File: src/rtl/ssd_scan_driver.sv
// ssd_scan_driver: time-multiplexes four hex digits onto a common-anode
// 4-digit seven-segment display. Digits are snapshotted once per frame,
// with optional leading-zero blanking and an anti-ghosting blank window
// at the start of every digit slot.
module ssd_scan_driver #(
  parameter int unsigned SCAN_DIV  = 100000,
  parameter int unsigned BLANK_CYC = 1000
) (
  input  logic       clk,
  input  logic       rst_n,
  input  logic       en,
  input  logic [3:0] R3,
  input  logic [3:0] R2,
  input  logic [3:0] R1,
  input  logic [3:0] R0,
  input  logic [3:0] dp,
  input  logic       lz_blank,
  output logic [3:0] an,
  output logic [6:0] seg,
  output logic       dp_n,
  output logic       frame_done
);

  localparam int unsigned CNT_W = (SCAN_DIV > 2) ? $clog2(SCAN_DIV) : 1;
  localparam logic [CNT_W-1:0] CNT_LAST  = CNT_W'(SCAN_DIV - 1);
  localparam logic [CNT_W-1:0] CNT_BLANK = CNT_W'(BLANK_CYC);
  localparam logic [6:0] SEG_OFF = 7'h7F;

  // Scan state and frame snapshot
  logic [CNT_W-1:0] cnt, cnt_nxt;
  logic [1:0]       sel, sel_nxt;
  logic [15:0]      sh_dig, sh_dig_nxt;
  logic [3:0]       sh_dp, sh_dp_nxt;
  logic             sh_lz, sh_lz_nxt;

  // Next output values
  logic [3:0] an_nxt;
  logic [6:0] seg_nxt;
  logic       dp_n_nxt;
  logic       frame_done_nxt;

  // Digit currently selected and its leading-zero status
  logic [3:0]  cur_dig;
  logic [15:0] hi_digits;
  logic        lz_hit;

  // Hex glyph decode, segments {g,f,e,d,c,b,a} active-low
  function automatic logic [6:0] glyph(input logic [3:0] d);
    logic [6:0] g;
    case (d)
      4'h0: g = 7'b1000000;
      4'h1: g = 7'b1111001;
      4'h2: g = 7'b0100100;
      4'h3: g = 7'b0110000;
      4'h4: g = 7'b0011001;
      4'h5: g = 7'b0010010;
      4'h6: g = 7'b0000010;
      4'h7: g = 7'b1111000;
      4'h8: g = 7'b0000000;
      4'h9: g = 7'b0010000;
      4'hA: g = 7'b0001000;
      4'hB: g = 7'b0000011;
      4'hC: g = 7'b1000110;
      4'hD: g = 7'b0100001;
      4'hE: g = 7'b0000110;
      default: g = 7'b0001110;
    endcase
    return g;
  endfunction

  // State register: slot counter, digit select and snapshot
  always_ff @(posedge clk) begin
    if (!rst_n) begin
      cnt    <= '0;
      sel    <= 2'd3;
      sh_dig <= '0;
      sh_dp  <= '0;
      sh_lz  <= 1'b0;
    end else begin
      cnt    <= cnt_nxt;
      sel    <= sel_nxt;
      sh_dig <= sh_dig_nxt;
      sh_dp  <= sh_dp_nxt;
      sh_lz  <= sh_lz_nxt;
    end
  end

  // Next-state: advance the scan while enabled, snapshot on frame start
  always_comb begin
    cnt_nxt    = cnt;
    sel_nxt    = sel;
    sh_dig_nxt = sh_dig;
    sh_dp_nxt  = sh_dp;
    sh_lz_nxt  = sh_lz;
    if (en) begin
      if (cnt == CNT_LAST) begin
        cnt_nxt = '0;
        sel_nxt = sel - 2'd1;
      end else begin
        cnt_nxt = cnt + CNT_W'(1);
      end
      if ((cnt == '0) && (sel == 2'd3)) begin
        sh_dig_nxt = {R3, R2, R1, R0};
        sh_dp_nxt  = dp;
        sh_lz_nxt  = lz_blank;
      end
    end
  end

  // Output decode: blank window, anode select, glyph and leading-zero blank
  always_comb begin
    an_nxt         = 4'b1111;
    seg_nxt        = SEG_OFF;
    dp_n_nxt       = 1'b1;
    frame_done_nxt = en && (cnt == CNT_LAST) && (sel == 2'd0);
    cur_dig        = sh_dig[{sel, 2'b00} +: 4];
    hi_digits      = sh_dig >> {sel, 2'b00};
    lz_hit         = sh_lz && (sel != 2'd0) && (hi_digits == 16'd0);
    if (en && (cnt >= CNT_BLANK)) begin
      an_nxt   = ~(4'b0001 << sel);
      seg_nxt  = lz_hit ? SEG_OFF : glyph(cur_dig);
      dp_n_nxt = ~sh_dp[sel];
    end
  end

  // Output registers
  always_ff @(posedge clk) begin
    if (!rst_n) begin
      an         <= 4'b1111;
      seg        <= SEG_OFF;
      dp_n       <= 1'b1;
      frame_done <= 1'b0;
    end else begin
      an         <= an_nxt;
      seg        <= seg_nxt;
      dp_n       <= dp_n_nxt;
      frame_done <= frame_done_nxt;
    end
  end

endmodule

File: config.mk
export PLATFORM = sky130hd
export DESIGN_NAME = ssd_scan_driver
export DESIGN_NICKNAME = d
export VERILOG_FILES = /design/src/rtl/ssd_scan_driver.sv
export SDC_FILE = /design/constraint.sdc
export NUM_CORES = 1
export LEC_CHECK = 0
export CORE_MARGIN = 1.5
export CORE_UTILIZATION = 54
export CTS_BUF_LIST = sky130_fd_sc_hd__clkbuf_4 sky130_fd_sc_hd__clkbuf_8
export DETAILED_ROUTE_END_ITERATION = 16
export GPL_TIMING_DRIVEN = 0
export MAX_ROUTING_LAYER = met4
export PLACE_DENSITY = 0.79
export SYNTH_ARGS = -nofsm -noshare
export SYNTH_HDL_FRONTEND = slang
export SYNTH_SLANG_ARGS = --single-unit
File: constraint.sdc
create_clock -name clk -period 4.17 [get_ports clk]
set_input_delay 0.834 -clock clk [delete_from_list [all_inputs] [get_ports clk]]
set_output_delay 0.834 -clock clk [all_outputs]
set_load 0.005 [all_outputs]
==> results.toml <==
[sta]
skew_ps = 10.40
slew_headroom = 0.6881
slew_violations = 0
period_share = 0.6087
rsz0062_at_grt = "no"
post-route-min-period_ps = 2538
final-hold-violation-count = 0
setup_viol = 0
fmax_ghz = 0.3940
tightest_slew_ps = 467.9
fin_tns_setup_ps = 0

[layout]
area_delta_synth_final_pct = 19.39
drive_gt1_frac = 0.09726
final_area_sq_um = 3174
final_nets = 363
post-route-util = 0.6721
fillCellCount = 404
antennaDiodeCount = 0

[yosys]
synth_top_area_share = 0.3991
ys.warnings.count = 0
yosys-top-cells-area = "dfxtp_1 (40%), a21boi_1 (5.6%), nand3_1 (5.3%)"
synth.avg_cell_area_sq_um = 9.264
yosys.area.top_type = "dfxtp_1"
synth_ff_type = "dfxtp_1"
syn_nets = 322
ys_types = 46
seq_area_frac_synth = 0.3991
synthCells = 287
synth_common_cells = "dfxtp_1 (53), nand3_1 (28), o21ai_0 (24), a21boi_1 (20)"
async_flop_share = 0
syn_area_sq_um = 2659
post-synth-top-count-cell = "dfxtp_1"
synth.ff_latch_count = 53
synth_edf_count = 0

[setup_path]
cp-end-kind = "register"
path_max_fanout = 9
worstPathRequired_ps = 4410
r2r_setup_slack_ps = 1630
arrival_ps = 2770
worst_setup_path_start_kind = "register"
worstSetupPathType = "register to register"

[clock_tree]
cts_buffers = 5
tritoncts = "yes"
cts_buffer_depth = 2
clk_latency_ps = 310
cts_setup_buffers = 0
cts_resized = 0
htree_levels = 2
clock-root-buffer = "clkbuf_8"
clkTransAtPathRegs_ps = 100
ctsHoldBuffers = 0
cts.sink_count = 53

[floorplan]
dieHeight_um = 73.17
rows = 25
fp.coreArea_sq_um = 4723
initial_utilization = 0.5629
pin_count = 37
die_area_sq_um = 5354
die_w_um = 73.17

[global_routing]
grt_max_degree = 16
grt_pass1_vias = 2115
antenna_found_initial = 0
track_usage = 0.2448
grt_pass1_wl_um = 9777
overflow = 0

[route]
ant_nets = 0
first_pass_iters = 4
wl_um = 5696
drc = 0
wl_per_cell_um = 14.38
first_iter_violations = 149
viasPerCell = 5.780
dr_total_vias = 2289

[power_and_ir_drop]
p_switching_w = 0.0002484
p_clk_frac = 0.308
leakagePower_nw = 1.154
intPower_w = 0.0007229
ir_drop_uv = 237.8
swShare = 0.2558
p_comb_frac = 0.139
power_frac_seq = 0.552
power.density_nw_per_um2 = 306.0

[outcome]
status = "finished, final reports clean"

[placement]
routabilityCongestion = 0.8549
io_buffers = 34
dp_hpwl_um = 4165
placed_area_sq_um = 3083

[worst_hold_path]
min_path_type = "register to register"

[job]
maxCapViolCount = 0
==> routing by layer <==
metal,GRT usage,share of wire,up-vias
li1,-,-,1123
met2,0.3626,0.45,75
met3,0.04558,0.044,14
met5,-,0,-
met4,0.1027,0.023,0
met1,0.3278,0.48,1077
==> power groups by stage <==
stage           logic, W  clock network, W  registers [W]
2_1_floorplan  0.0000927                 0       0.000543
3_3_place_gp    0.000131                 0       0.000548
3_5_place_dp    0.000133                 0       0.000548
4_1_cts         0.000135          0.000303       0.000536
5_1_grt         0.000151          0.000319       0.000539
6_report        0.000135          0.000299       0.000537
==> critical path, cell delays in order (launching register included) <==
cell       delay, ps
dfxtp_1          370
buf_2            250
mux4_2           620
inv_1            140
ha_1             240
nor4b_1          250
nand2_1           90
a211o_1          370
o2111ai_1        130
==> flip-flops by register name, indices dropped and copies added (netlist names) <==
register,cells
sh_lz,1
cnt,17
seg,7
sel,2
an,4
sh_dig,16
sh_dp,4
dp_n,1
frame_done,1
==> placed cells by master, fill, tap and decap left out, types with 3 or more instances in the layout <==
| cell type | netlist | final |
|---|---|---|
| or3_1 | 3 | 3 |
| a21oi_1 | 6 | 6 |
| clkbuf_8 | 0 | 5 |
| inv_1 | 9 | 9 |
| nand2_1 | 16 | 16 |
| and2_1 | 6 | 6 |
| o2111ai_1 | 4 | 4 |
| xnor2_1 | 6 | 6 |
| mux2i_1 | 4 | 4 |
| nor2_1 | 16 | 16 |
| buf_4 | 3 | 3 |
| ha_1 | 11 | 11 |
| a21boi_1 | 20 | 20 |
| nand3_1 | 28 | 28 |
| dfxtp_1 | 53 | 53 |
| clkdlybuf4s50_1 | 0 | 34 |
| o21ai_0 | 24 | 24 |
| clkbuf_1 | 10 | 10 |
| nand4_1 | 6 | 6 |
| nor4_1 | 6 | 6 |
| xor2_1 | 6 | 6 |
| or4_1 | 5 | 5 |
| o31ai_1 | 4 | 4 |
| buf_2 | 6 | 6 |
| mux4_2 | 6 | 6 |
==> worst paths after layout <==
check / startpoint / endpoint / depth (start not counted)
worst max register to register: sel[1] / seg[0] / 8
worst max-delay path: sel[1] / seg[0] / 8
worst min-delay path: sh_dig[0] / sh_dig[0] / 2
worst min register to register: sh_dig[0] / sh_dig[0] / 2
==> metrics by stage <==
| step | std cells | setup WS, ps | total power [W] | hold WS, ps |
|---|---|---|---|---|
| 2_1_floorplan | 287 | 1962 | 0.0006359 | 445.0 |
| 3_3_place_gp | 388 | 1703 | 0.0006785 | 455.6 |
| 3_5_place_dp | 388 | 1683 | 0.0006813 | 466.9 |
| 4_1_cts | 396 | 1638 | 0.0009739 | 477.1 |
| 5_1_grt | 396 | 1459 | 0.001009 | 508.2 |
| 6_report | 396 | 1632 | 0.0009713 | 478.2 |
==> cells by family (layout without fill, tap and decap cells) <==
| logic type | Yosys count | after routing | synth area share |
|---|---|---|---|
| and+or+nand+nor | 105 | 105 | 0.2212 |
| buffers and inverters | 30 | 72 | 0.05270 |
| xor gates and xnor gates | 12 | 12 | 0.03953 |
| AOI/OAI and AO/OA | 65 | 65 | 0.1656 |
| DFF | 53 | 53 | 0.3991 |
| muxes | 11 | 11 | 0.07012 |
| adders and majority gates | 11 | 11 | 0.05176 |
==> final cells by class <==
class	instances	area, sq um	area share
buffer	21	106.4	0.03350
clock buffer	7	83.83	0.02641
clock inverter	1	7.507	0.002365
inverter	9	33.78	0.01064
multi-input combinational	204	1458	0.4592
sequential	53	1061	0.3343
tap	67	83.83	0.02641
timing repair buffer	34	340.3	0.1072
No activity file was read; power rests on OpenSTA's default activity.
